[src/rtl/raster_row_packer_pkg.sv]
// raster_pkg: types shared by the rasteriser blocks (pixel scanner,
// triangle test, row packer).
//   COORD_W  width of row/column coordinates
//   coord_t  coordinate type
//   IDX_W    width of the per-row word index
//   state_t  row packer sequencing states
package raster_pkg;

  localparam int unsigned COORD_W = 12;
  localparam int unsigned IDX_W   = 8;

  typedef logic [COORD_W-1:0] coord_t;

  typedef enum logic {
    S_SYNC = 1'b0,
    S_PACK = 1'b1
  } state_t;

endpackage

[src/rtl/raster_row_packer_if.sv]
// raster_row_packer_if: pixel input stream and packed-word output stream
// of the row packer.
//   in_valid/in_ready                   pixel handshake
//   in_linha/in_coluna/in_dentro        pixel row, column, inside flag
//   out_valid/out_ready                 packed word handshake
//   out_data                            packed flags, bit i = column idx*WORD_W+i
//   out_linha/out_word_idx              row and word index of the word
//   out_last/out_frame_end              last word of row / of row 0
// Modports: slave = packer side, master = pixel source + word sink side.
interface raster_row_packer_if #(
  parameter int unsigned WORD_W = 16
);
  import raster_pkg::*;

  logic                 in_valid;
  logic                 in_ready;
  coord_t               in_linha;
  coord_t               in_coluna;
  logic                 in_dentro;
  logic                 out_valid;
  logic                 out_ready;
  logic [WORD_W-1:0]    out_data;
  coord_t               out_linha;
  logic [IDX_W-1:0]     out_word_idx;
  logic                 out_last;
  logic                 out_frame_end;

  modport slave (
    input  in_valid, in_linha, in_coluna, in_dentro, out_ready,
    output in_ready, out_valid, out_data, out_linha, out_word_idx,
           out_last, out_frame_end
  );

  modport master (
    output in_valid, in_linha, in_coluna, in_dentro, out_ready,
    input  in_ready, out_valid, out_data, out_linha, out_word_idx,
           out_last, out_frame_end
  );

endinterface

[src/rtl/raster_row_packer_accum.sv]
// raster_bit_accum: WORD_W-bit flag accumulator with bit counter.
//   i_clk, i_rst_n  clock, asynchronous active-low reset
//   i_load, i_bit   place i_bit at the current bit position and advance
//   i_flush         clear accumulator and counter (wins over i_load)
//   o_word          accumulator including the bit being loaded this cycle
//   o_full          current bit position is the last of the word
module raster_bit_accum #(
  parameter int unsigned WORD_W = 16
) (
  input  logic              i_clk,
  input  logic              i_rst_n,
  input  logic              i_load,
  input  logic              i_bit,
  input  logic              i_flush,
  output logic [WORD_W-1:0] o_word,
  output logic              o_full
);

  localparam int unsigned CNT_W = (WORD_W > 1) ? $clog2(WORD_W) : 1;

  logic [WORD_W-1:0] r_acc;
  logic [CNT_W-1:0]  r_cnt;
  logic [WORD_W-1:0] w_ins;

  // o_word already contains the incoming bit so a completing pixel can be
  // registered into the output stage in the same cycle it is accepted.
  always_comb begin
    w_ins        = '0;
    w_ins[r_cnt] = i_load & i_bit;
    o_word       = r_acc | w_ins;
    o_full       = (r_cnt == CNT_W'(WORD_W - 1));
  end

  // Cleared bits after a flush give the zero fill of a partial last word.
  always_ff @(posedge i_clk or negedge i_rst_n) begin
    if (!i_rst_n) begin
      r_acc <= '0;
      r_cnt <= '0;
    end else if (i_flush) begin
      r_acc <= '0;
      r_cnt <= '0;
    end else if (i_load) begin
      r_acc <= o_word;
      r_cnt <= r_cnt + CNT_W'(1);
    end
  end

endmodule

[src/rtl/raster_row_packer.sv]
// raster_row_packer: sink of the rasteriser pixel stream. Checks scan
// order (rows ROWS-1 down to 0, columns 0..COLS-1), packs each row's
// dentro flags into WORD_W-bit words and emits them with row/word tags.
//   Clock, Reset_n  clock, asynchronous active-low reset
//   bus             raster_row_packer_if.slave (pixel in, word out)
//   err_seq         sticky scan-order error, cleared only by reset
//   out_row_count   (RASTER_PACK_COUNT_EN only) dentro=1 count of the
//                   row, valid with out_last, 0 on other words
// Optional feature macro: RASTER_PACK_COUNT_EN.
module raster_row_packer
  import raster_pkg::*;
#(
  parameter int unsigned COLS   = 41,
  parameter int unsigned ROWS   = 51,
  parameter int unsigned WORD_W = 16
) (
  input  logic                    Clock,
  input  logic                    Reset_n,
  raster_row_packer_if.slave      bus,
`ifdef RASTER_PACK_COUNT_EN
  output coord_t                  out_row_count,
`endif
  output logic                    err_seq
);

  localparam coord_t LAST_COL = coord_t'(COLS - 1);
  localparam coord_t TOP_ROW  = coord_t'(ROWS - 1);

  state_t            r_state, w_state_nxt;
  coord_t            r_exp_row, w_exp_row_nxt;
  coord_t            r_exp_col, w_exp_col_nxt;
  logic [IDX_W-1:0]  r_word_idx, w_word_idx_nxt;
  logic              r_err_seq;

  logic              w_take, w_match, w_load, w_flush, w_err_set;
  logic              w_complete, w_row_end;
  logic [WORD_W-1:0] w_acc_word;
  logic              w_acc_full;

  logic              r_out_valid;
  logic [WORD_W-1:0] r_out_data;
  coord_t            r_out_linha;
  logic [IDX_W-1:0]  r_out_word_idx;
  logic              r_out_last;
  logic              r_out_frame_end;

  // A new pixel is only taken when the output slot is free or being freed,
  // so a completing pixel can always load the output register.
  assign bus.in_ready = !(r_out_valid && !bus.out_ready);
  assign w_take       = bus.in_valid && bus.in_ready;
  // exp_col is held at 0 while in S_SYNC, so one compare serves both states.
  assign w_match      = (bus.in_linha == r_exp_row) && (bus.in_coluna == r_exp_col);

  raster_bit_accum #(
    .WORD_W (WORD_W)
  ) u_accum (
    .i_clk   (Clock),
    .i_rst_n (Reset_n),
    .i_load  (w_load),
    .i_bit   (bus.in_dentro),
    .i_flush (w_flush),
    .o_word  (w_acc_word),
    .o_full  (w_acc_full)
  );

  always_ff @(posedge Clock or negedge Reset_n) begin
    if (!Reset_n) begin
      r_state    <= S_SYNC;
      r_exp_row  <= TOP_ROW;
      r_exp_col  <= '0;
      r_word_idx <= '0;
      r_err_seq  <= 1'b0;
    end else begin
      r_state    <= w_state_nxt;
      r_exp_row  <= w_exp_row_nxt;
      r_exp_col  <= w_exp_col_nxt;
      r_word_idx <= w_word_idx_nxt;
      r_err_seq  <= r_err_seq | w_err_set;
    end
  end

  always_comb begin
    w_state_nxt    = r_state;
    w_exp_row_nxt  = r_exp_row;
    w_exp_col_nxt  = r_exp_col;
    w_word_idx_nxt = r_word_idx;
    w_load         = 1'b0;
    w_flush        = 1'b0;
    w_err_set      = 1'b0;
    w_complete     = 1'b0;
    w_row_end      = 1'b0;

    unique case (r_state)
      S_SYNC: begin
        if (w_take) begin
          if (w_match) begin
            w_load      = 1'b1;
            w_state_nxt = S_PACK;
          end else begin
            w_err_set = 1'b1;
          end
        end
      end
      S_PACK: begin
        if (w_take) begin
          if (w_match) begin
            w_load = 1'b1;
          end else begin
            w_err_set      = 1'b1;
            w_flush        = 1'b1;
            w_state_nxt    = S_SYNC;
            w_exp_col_nxt  = '0;
            w_word_idx_nxt = '0;
          end
        end
      end
      default: w_state_nxt = S_SYNC;
    endcase

    if (w_load) begin
      w_row_end  = (bus.in_coluna == LAST_COL);
      w_complete = w_acc_full || w_row_end;
      w_flush    = w_complete;
      if (w_row_end) begin
        w_exp_col_nxt  = '0;
        w_word_idx_nxt = '0;
        w_exp_row_nxt  = (r_exp_row == '0) ? TOP_ROW : r_exp_row - coord_t'(1);
      end else begin
        w_exp_col_nxt = r_exp_col + coord_t'(1);
        if (w_complete) begin
          w_word_idx_nxt = r_word_idx + IDX_W'(1);
        end
      end
    end
  end

  always_ff @(posedge Clock or negedge Reset_n) begin
    if (!Reset_n) begin
      r_out_valid     <= 1'b0;
      r_out_data      <= '0;
      r_out_linha     <= '0;
      r_out_word_idx  <= '0;
      r_out_last      <= 1'b0;
      r_out_frame_end <= 1'b0;
    end else if (w_complete) begin
      r_out_valid     <= 1'b1;
      r_out_data      <= w_acc_word;
      r_out_linha     <= r_exp_row;
      r_out_word_idx  <= r_word_idx;
      r_out_last      <= w_row_end;
      r_out_frame_end <= w_row_end && (r_exp_row == '0);
    end else if (bus.out_ready) begin
      r_out_valid <= 1'b0;
    end
  end

`ifdef RASTER_PACK_COUNT_EN
  coord_t r_row_cnt;
  coord_t r_out_row_count;
  coord_t w_cnt_sum;

  // Column 0 restarts the count regardless of what is left in r_row_cnt.
  assign w_cnt_sum = ((bus.in_coluna == '0) ? '0 : r_row_cnt) + coord_t'(bus.in_dentro);

  always_ff @(posedge Clock or negedge Reset_n) begin
    if (!Reset_n) begin
      r_row_cnt       <= '0;
      r_out_row_count <= '0;
    end else begin
      if (w_err_set) begin
        r_row_cnt <= '0;
      end else if (w_load) begin
        r_row_cnt <= w_row_end ? '0 : w_cnt_sum;
      end
      if (w_complete) begin
        r_out_row_count <= w_row_end ? w_cnt_sum : '0;
      end
    end
  end

  assign out_row_count = r_out_row_count;
`endif

  assign bus.out_valid     = r_out_valid;
  assign bus.out_data      = r_out_data;
  assign bus.out_linha     = r_out_linha;
  assign bus.out_word_idx  = r_out_word_idx;
  assign bus.out_last      = r_out_last;
  assign bus.out_frame_end = r_out_frame_end;
  assign err_seq           = r_err_seq;

endmodule
[src/flat_wrapper.sv]
// flat-port wrapper written by rule: the top's interface ports become plain ports
module raster_row_packer_flat import raster_pkg::*;
#(
  parameter int unsigned COLS   = 41,
  parameter int unsigned ROWS   = 51,
  parameter int unsigned WORD_W = 16
)
  (Clock, Reset_n, err_seq, bus_in_valid, bus_in_linha, bus_in_coluna, bus_in_dentro, bus_out_ready, bus_in_ready, bus_out_valid, bus_out_data, bus_out_linha, bus_out_word_idx, bus_out_last, bus_out_frame_end);
  raster_row_packer_if #(.WORD_W(WORD_W)) bus_i ();
  input  logic Clock;
  input  logic Reset_n;
  output logic err_seq;
  input wire logic [$bits(bus_i.in_valid)-1:0] bus_in_valid;
  input wire logic [$bits(bus_i.in_linha)-1:0] bus_in_linha;
  input wire logic [$bits(bus_i.in_coluna)-1:0] bus_in_coluna;
  input wire logic [$bits(bus_i.in_dentro)-1:0] bus_in_dentro;
  input wire logic [$bits(bus_i.out_ready)-1:0] bus_out_ready;
  output wire logic [$bits(bus_i.in_ready)-1:0] bus_in_ready;
  output wire logic [$bits(bus_i.out_valid)-1:0] bus_out_valid;
  output wire logic [$bits(bus_i.out_data)-1:0] bus_out_data;
  output wire logic [$bits(bus_i.out_linha)-1:0] bus_out_linha;
  output wire logic [$bits(bus_i.out_word_idx)-1:0] bus_out_word_idx;
  output wire logic [$bits(bus_i.out_last)-1:0] bus_out_last;
  output wire logic [$bits(bus_i.out_frame_end)-1:0] bus_out_frame_end;
  assign bus_i.in_valid = bus_in_valid;
  assign bus_i.in_linha = bus_in_linha;
  assign bus_i.in_coluna = bus_in_coluna;
  assign bus_i.in_dentro = bus_in_dentro;
  assign bus_i.out_ready = bus_out_ready;
  assign bus_in_ready = bus_i.in_ready;
  assign bus_out_valid = bus_i.out_valid;
  assign bus_out_data = bus_i.out_data;
  assign bus_out_linha = bus_i.out_linha;
  assign bus_out_word_idx = bus_i.out_word_idx;
  assign bus_out_last = bus_i.out_last;
  assign bus_out_frame_end = bus_i.out_frame_end;
  raster_row_packer #(.COLS(COLS), .ROWS(ROWS), .WORD_W(WORD_W)) u_core (.Clock(Clock), .Reset_n(Reset_n), .bus(bus_i), .err_seq(err_seq));
endmodule
[config.mk]
export PLATFORM = sky130hd
export DESIGN_NAME = raster_row_packer_flat
export DESIGN_NICKNAME = d
export VERILOG_FILES = /design/src/rtl/raster_row_packer_pkg.sv /design/src/rtl/raster_row_packer_if.sv /design/src/rtl/raster_row_packer_accum.sv /design/src/rtl/raster_row_packer.sv /design/src/flat_wrapper.sv
export SDC_FILE = /design/constraint.sdc
export NUM_CORES = 1
export LEC_CHECK = 0
export CORE_UTILIZATION = 49
export CTS_BUF_LIST = sky130_fd_sc_hd__clkbuf_16
export CTS_CLUSTER_SIZE = 10
export DETAILED_ROUTE_END_ITERATION = 8
export PLACE_DENSITY = 0.76
export SLEW_MARGIN = 40
export SYNTH_ARGS = -nofsm -noshare
export SYNTH_HDL_FRONTEND = slang
export SYNTH_HIERARCHICAL = 1
export SYNTH_SLANG_ARGS = --single-unit
[constraint.sdc]
create_clock -name Clock -period 2.3 [get_ports Clock]
set_input_delay 0.23 -clock Clock [delete_from_list [all_inputs] [get_ports Clock]]
set_output_delay 0.23 -clock Clock [all_outputs]
set_load 0.01 [all_outputs]
==> qor.yml <==
critical_path:
  worstPathRequired_ns: 2.51
  crit_chain: "xor2_1, nor4_2, buf_4, and4_4, nand3_4, a21oi_4, buf_4, buf_12, mux2_2"
  slowest_delay_ns: 0.55
  crit_top_cell: "buf_4"
  critPathTopFamily: "simple AND/OR/NAND/NOR gates"
  worstSetupStartpointType: "register"
  worstPathArrival_ns: 2.56
  worstSetupPathType: "register to register"
  cp_num_buf_inv: 3
  cp_max_fo: 14
  cp_slowest_cell: "dfstp_2"
  crit_path_end_kind: "register"
logic_synthesis:
  synth_cell_type_count: 62
  synth_xor_area_share_pct: 6.32
  ys_async_sr_fraction_pct: 100
  synth_top_family_by_area: "simple AND/OR/NAND/NOR gates"
  synth_compound_area_share_pct: 13.2
  muxShareOfSynthArea_pct: 9.98
  yosys-top-cells-area: "dfrtp_1 (48%), mux2_2 (5.3%), xor2_1 (4.5%), mux2_1 (4.3%), o21ai_0 (3.2%)"
  synth_edf_count: 0
  yosysTopAreaCellShare_pct: 47.8
  syn_area_um2: 4710
  yosys.area.top_type: "dfrtp_1"
  synthFlopType: "dfrtp_1"
  yosysSeqAreaShare_pct: 49.4
  syn_avg_cell_area_um2: 11.0
  syn-num-nets: 467
  yosys_warnings: 6
  yosys.area_share.simple_pct: 14.4
  synth_fa_ha_area_share_pct: 2.12
  syn_inst: 430
  synth_seq_cells: 93
power_and_ir_drop:
  pwr-share-seq_pct: 52.4
  power_density_nw_per_um2: 487
  power_frac_comb_pct: 4.4
  p_clk_share_pct: 43.2
  power_switching_w: 0.000692
  p_int_w: 0.00243
  p_leak_nw: 2.98
  swShare_pct: 22.2
  vdd_ir_drop_max_uv: 419
routing:
  wl_mm: 11.3
  ant_nets: 0
  wire_per_inst_um: 16.2
  drc_errors: 0
  dr.pass1.iters: 4
  vias_per_cell: 5.48
  first_iter_violations: 157
  dr_total_vias: 3816
grt:
  gr-total-overflow: 0
  grt_start_max_net_pins: 54
  grt_antenna_before_repair: 0
  first_global_vias: 3856
  track_usage_pct: 23.8
  grt_pass1_wl_mm: 18.5
timing:
  slew_violations: 0
  tightestPinTransition_ns: 0.550
  period_minus_slack_ns: 2.35
  hold_violations: 0
  min_period_over_period_pct: 102
  max_freq_mhz: 426
  final.setup.tns_ns: -1.00
  setup_ws_ns: -0.0465
  slew_headroom_pct: 63.3
  rsz0062_at_grt: "true"
  finalSetupViolations: 39
  skew_ns: 0.00834
finish:
  regArea_um2: 2330
  layout-drive-gt1-share_pct: 25.4
  final_nets: 599
  layout_commonest_cell: "dfrtp_1"
  mostFrequentLayoutCells: "dfrtp_1 (90), clkdlybuf4s50_1 (68), buf_4 (64)"
  multi_input_area_um2: 2280
  fill_cells: 732
  diodes: 0
  area_growth_pct: 35.7
  fin_util_pct: 68.9
place:
  gp_congestion: 0.908
  port-buffer-count: 69
  hpwl_mm: 7.88
clocking:
  clock_latency_ns: 0.33
  ctsLongestPathBuffers: 2
  root_buffer: "clkbuf_16"
  cts_sinks: 93
  cts_tree: "yes"
  cts_buffers: 9
  clk_pin_slew_ns: 0.07
  cts_max_level: 3
floorplanning:
  die_w_um: 100
  die_area_um2: 10000
  core.rowCount: 35
  fp.coreArea_um2: 9280
  io_pins: 70
  start_util_pct: 50.8
  die_y_um: 100
min_path:
  hold_path_class: "primary input to asynchronous set/reset pin"
run:
  drv_cap: 0
run_status:
  status: "complete, but fails checks"
  failed_checks: "negative setup slack"
==> per-stage QoR <==
step	setup WS (ns)	total power (W)	area, µm²	cells	hold WS [ns]
6_report	-0.0465	0.00312	6400	696	0.409
5_1_grt	-0.146	0.00322	6400	696	0.462
4_1_cts	0.00714	0.00315	6310	693	0.433
3_5_place_dp	-0.465	0.00180	5920	668	0.246
3_3_place_gp	-0.382	0.00179	5920	668	0.231
2_1_floorplan	0.000584	0.00169	4720	430	-0.0656
==> path summary, 6_finish.rpt <==
check                                                    startpoint                             endpoint  slack [ns]  depth (start not counted)
worst max-delay path                u_core/r_exp_row[4]$_DFFE_PN1P_   u_core/bus.out_data[1]$_DFFE_PN0P_       -0.05                          9
worst min-delay path                                        Reset_n   u_core/bus.out_data[5]$_DFFE_PN0P_        0.41                          2
worst max register to register      u_core/r_exp_row[4]$_DFFE_PN1P_   u_core/bus.out_data[1]$_DFFE_PN0P_       -0.05                          9
worst min register to register  u_core/bus.out_data[12]$_DFFE_PN0P_  u_core/bus.out_data[12]$_DFFE_PN0P_        0.48                          1
max in group asynchronous                                   Reset_n      u_core/r_exp_row[4]$_DFFE_PN1P_        1.17                          3
min in group Clock              u_core/bus.out_data[12]$_DFFE_PN0P_  u_core/bus.out_data[12]$_DFFE_PN0P_        0.48                          1
==> sequential cells by signal (all words and copies together) (netlist names), 4 cells and up, named ones only <==
register	flops
u_core/u_accum/r_cnt	4
u_core/r_exp_col	12
u_core/r_exp_row	12
u_core/r_word_idx	8
u_core/bus.out_linha	12
u_core/u_accum/r_acc	16
u_core/bus.out_word_idx	8
u_core/bus.out_data	16
==> cells by family after synthesis <==
kind of cell,count (synthesis)
multiplexers,42
AND/OR/NAND/NOR,118
flip-flops,93
XOR/XNOR,34
AO/OA/AOI/OAI,93
adder cells (fa/ha/maj),8
buffers and inverters,42
==> power groups by stage <==
stage	clock network, W	registers (W)	logic, W
floorplan	0	0.00167	0.0000265
global placement	0	0.00167	0.000128
detailed placement	0	0.00167	0.000131
CTS	0.00138	0.00164	0.000136
global route	0.00143	0.00163	0.000151
finish	0.00135	0.00164	0.000136
==> cell usage after synthesis, types with 3 or more instances <==
| library cell | count |
|---|---|
| a21oi_1 | 6 |
| o22ai_1 | 15 |
| dfstp_2 | 3 |
| a21o_1 | 4 |
| nor2_1 | 15 |
| mux2_1 | 18 |
| nand2b_1 | 3 |
| o21ai_0 | 30 |
| nand2_1 | 26 |
| inv_1 | 24 |
| o31ai_1 | 4 |
| nand3_1 | 14 |
| xor2_1 | 24 |
| nor4_1 | 7 |
| or4_1 | 5 |
| o211ai_1 | 6 |
| nor2b_1 | 4 |
| nor4b_1 | 3 |
| mux2_2 | 22 |
| o21ai_1 | 3 |
| a22o_1 | 5 |
| buf_4 | 3 |
| nor3_1 | 6 |
| buf_2 | 6 |
| nand3b_1 | 9 |
| xnor2_1 | 10 |
| o2bb2ai_1 | 4 |
| and3_1 | 5 |
| dfrtp_1 | 90 |
| ha_1 | 8 |
| nand4_1 | 4 |
| buf_6 | 5 |
==> what timing repair did <==
item	4_1_cts	5_1_grt
gates resized for setup	10	16
endpoints found under the setup margin	60	78
pin swaps	2	5
endpoints found under the hold margin	40	0
setup buffers	6	3
cloned	2	0
hold buffers	1	0
==> metal layers <==
| metal | global-route usage, % | routed length [µm] | vias to the layer above |
|---|---|---|---|
| li1 | - | - | 1811 |
| met1 | 31.6 | 5020 | 1901 |
| met5 | 0 | 0 | - |
| met2 | 39.8 | 5650 | 91 |
| met3 | 3.48 | 420 | 13 |
| met4 | 8.36 | 161 | 0 |
==> final cells by class <==
type / instances / share of cell area (%)
Timing Repair inverter: 1 / 0.0782
Timing Repair Buffer: 137 / 19.7
Multi-Input combinational cell: 295 / 35.6
Clock buffer: 9 / 3.52
Tap cell: 129 / 2.52
Clock inverter: 7 / 0.684
Inverter: 25 / 1.54
Sequential cell: 93 / 36.4
Note: power is estimated with default switching activity, not from simulation.
==> RTL change 1, RTL diff (same flow settings) <==
`IDX_W`: 8 -> 7.
--- a/src/rtl/raster_row_packer_pkg.sv
+++ b/src/rtl/raster_row_packer_pkg.sv
@@ -7,7 +7,7 @@
 package raster_pkg;
 
   localparam int unsigned COORD_W = 12;
-  localparam int unsigned IDX_W   = 8;
+  localparam int unsigned IDX_W   = 7;
 
   typedef logic [COORD_W-1:0] coord_t;
 
Interface: changed (resized bus_out_word_idx); port bits go from 70 to 69. The function was not compared with the original's and may differ.
==> RTL change 1 against the original RTL <==
Clock skew fell by 0.70 ps; sequential share of layout area down 1.2 points; via count fell by 3.2%; wire length is 2.1% lower; largest power group is now clock; clock power increased by 22%; critical path type unchanged; synthesized area rose by 1.2%; synthesized cell count shrank 2.3%; total power increased by 8.7%; design area up 1.3%; worst setup slack gained 110 ps; sequential cell count is 2 lower.
==> RTL change 1: results (changes against the original RTL) <==
Finish
  – Clk cell area share: 5.12% (+0.91 points)
  – Final Non-Filler Cells: 685 (-1.6%)
  – Nets@finish: 589 (-1.7%)
  – Buffer share of cell area: 20.0% (+0.32 points)
  – Inverters excl. clock: 22 (-15%)
  – Multi-input gate share of total cell area: 35.9% (+0.33 points)
  – Share of layout cells above drive strength 1: 28.1% (+2.7 points)
  – Multi-input logic area: 2330 um^2 (+2.2%)

Synthesis
  – Synth unique cells: 55 (-11%)
  – Top cells by count, synth: dfrtp_1 (88), nand2_1 (32), mux2_4 (30), xnor2_1 (26)
  – Area contributors post-synth: dfrtp_1 (46%), mux2_4 (9.4%), xnor2_1 (4.8%), mux2_2 (3.3%), nand2_1 (2.5%)

Worst setup path
  – Worst EP arrival: 2450 ps (-110 ps)
  – Reg-to-Reg Start: u_core/r_exp_row[6]
  – Reg2reg setup slack: 70 ps (+110 ps)
  – Largest stage delay, worst path: 420 ps (-130 ps)
  – Worst setup path end: u_core/r_exp_row[9]

Clock tree
  – Sink Count: 91 (-2.2%)
  – CTS resizes: 4 (-6)

Routing
  – Via density per instance: 5.39 (-1.6%)

Power and ir drop
  – Net Sw Frac: 19.8% (-2.4 points)

Outcome
  – Outcome: completed

Global routing
  – Vias in the first global route: 3,775 (-2.1%)
  – GR Layer Usage met1: 30.4% (-1.3 points)

Placement
  – Area post-placement: 5970 um^2 (+0.87%)
  – Placed cell count: 661 (-1.0%)

Timing
  – Worst slew pin tran: 1030 ps (+485 ps)
[RTL change 1: through the flow]
stage / power [uW] / setup WS, ps
2_1_floorplan: 1660 / 51.4
3_3_place_gp: 1760 / -208
3_5_place_dp: 1770 / -299
4_1_cts: 3420 / -14.8
5_1_grt: 3490 / -24.0
6_report: 3390 / 67.6
[RTL change 1: kinds of logic (layout without fill, tap and decap cells)]
| logic type | after synthesis | in the layout | synth area share [%] |
|---|---|---|---|
| buffers and inverters | 38 | 174 | 4.93 |
| muxes | 46 | 46 | 13.2 |
| AOI/OAI and AO/OA | 67 | 67 | 9.36 |
| and+or+nand+nor | 137 | 137 | 16.5 |
| xor gates and xnor gates | 33 | 33 | 6.21 |
| adders and majority gates | 8 | 8 | 2.10 |
| DFF | 91 | 91 | 47.8 |
[RTL change 1: layer usage]
metal  routed length [um]  vias to the layer above
met5                    0                        -
met2                 5460                      109
li1                     -                     1760
met1                 4940                     1815
met4                   97                        0
met3                  520                       10
==> RTL change 2, RTL diff (same settings) <==
Made on the original files. Register the output `err_seq` once more; this adds one clock of latency there. The other outputs are not delayed to match.
--- a/src/rtl/raster_row_packer.sv
+++ b/src/rtl/raster_row_packer.sv
@@ -187,6 +187,8 @@
   assign bus.out_word_idx  = r_out_word_idx;
   assign bus.out_last      = r_out_last;
   assign bus.out_frame_end = r_out_frame_end;
-  assign err_seq           = r_err_seq;
+  always_ff @(posedge Clock) begin
+    err_seq <= r_err_seq;
+  end
 
 endmodule
Check against the original RTL: not equivalent (a bounded check fails within 4 cycles, from zero or initial values and one cycle with Reset_n low).
==> RTL change 2 against the original RTL <==
The run still ends with negative setup slack left; global-route usage decreased by 0.13 points; total power increased by 12%; clock skew decreased by 3.9 ps; worst setup slack got worse by 83 ps; count of clock-buffer cells in the layout unchanged; wire length increased by 0.96%; via count decreased by 0.18%; first-iteration DRC count decreased by 1.3%; hold slack got worse by 130 ps; synthesized area increased by 0.42%; die area increased by 0.41%; clock power increased by 26%; sequential cell count increased by 1; design area increased by 2.0%; critical endpoint is now u_core/u_accum/r_acc[1].
==> RTL change 2: results (changes against the original RTL) <==
Outcome
  – Failing checks: negative setup slack
  – Outcome: finished, violations left

Finish
  – Buffer share of cell area: 19.4% (-0.27 points)
  – Share of layout cells above drive strength 1: 26.3% (+0.88 points)
  – Clk cell area share: 5.29% (+1.1 points)
  – Sequential cell count: 94 (+1.1%)

Routing
  – Routed WL: 11.4 mm (+0.96%)
  – Metal2 WL: 5.60 mm (-0.90%)

Worst setup path
  – Slowest CP cell: dfrtp_1
  – Max FO, Critical Path: 7 (-7)
  – Worst EP arrival: 2690 ps (+130 ps)
  – Largest stage delay, worst path: 390 ps (-160 ps)
  – FF-to-FF End: u_core/u_accum/r_acc[1]

Global routing
  – GR Layer Usage met1: 31.7% (about the same)
  – Met3 usage: 3.06% (-0.42 points)
  – Vias in the first global route: 3,910 (+1.4%)

Synthesis
  – Syn nets: 468 (+0.21%)
  – Syn Std Cell Area: 4730 um^2 (+0.42%)
  – Area contributors post-synth: dfrtp_1 (48%), mux2_2 (5.2%), xor2_1 (4.4%), mux2_1 (4.3%), o21ai_0 (3.2%)
  – Synth unique cells: 63 (+1.6%)

Power and ir drop
  – IR drop worst, VDD: 0.491 mV (+17%)
  – Leakage power: 0.00305 uW (+2.2%)
  – Clk pwr: 1700 uW (+26%)

Placement
  – RD Place Congestion: 0.910 (+0.19%)
  – DP Worst Slack: -478 ps (-13.4 ps)
  – Post-detail-place hpwl: 7.94 mm (+0.82%)

Timing
  – # setup viols final: 60 (+54%)
  – Final worst slack: -130 ps (-83.5 ps)
-- RTL change 2: cell count changes after synthesis, sizes merged --
cell   before  now
dfxtp       0    1
-- RTL change 2: kinds of logic after synthesis --
family | after synthesis | share of synthesized area (%)
xor gates and xnor gates | 34 | 6.29
muxes | 42 | 9.94
and+or+nand+nor | 118 | 14.3
DFF | 94 | 49.7
adders and majority gates | 8 | 2.11
buffers and inverters | 42 | 4.55
AOI/OAI and AO/OA | 93 | 13.1
-- RTL change 2: stage by stage --
stage / utilization [%] / hold WS (ps) / power (uW) / cell area [um^2] / cells
global placement: 64.8 / 88.6 / 1810 / 6010 / 677
floorplan: - / -65.6 / 1710 / 4740 / 431
CTS: 69.1 / 273 / 3510 / 6420 / 697
finish: 70.3 / 280 / 3480 / 6530 / 696
detailed placement: 64.8 / 91.7 / 1810 / 6010 / 677
global route: 70.3 / 303 / 3590 / 6530 / 696
-- RTL change 2: worst max-delay path: cells and delay by family (launching register included) --
family | cells | cell delay (ps)
buffers and inverters | 3 | 450
and+or+nand+nor | 4 | 1040
xor gates and xnor gates | 1 | 160
DFF | 1 | 390
muxes | 1 | 210
AOI/OAI and AO/OA | 1 | 100
-- RTL change 2: how the worst max path moves through the flow --
stage,from,endpoint,slack [ps],cells after the start
floorplan,u_core/r_exp_row[1],u_core/u_accum/r_acc[6],0.6,10
global placement,bus_in_linha[10],u_core/bus.out_data[3],-380,10
detailed placement,bus_in_linha[10],u_core/u_accum/r_acc[1],-480,11
CTS,u_core/r_exp_row[7],u_core/bus.out_word_idx[5],-100,8
global route,u_core/r_exp_col[3],u_core/u_accum/r_acc[9],-270,9
finish,u_core/r_exp_row[10],u_core/u_accum/r_acc[1],-130,10
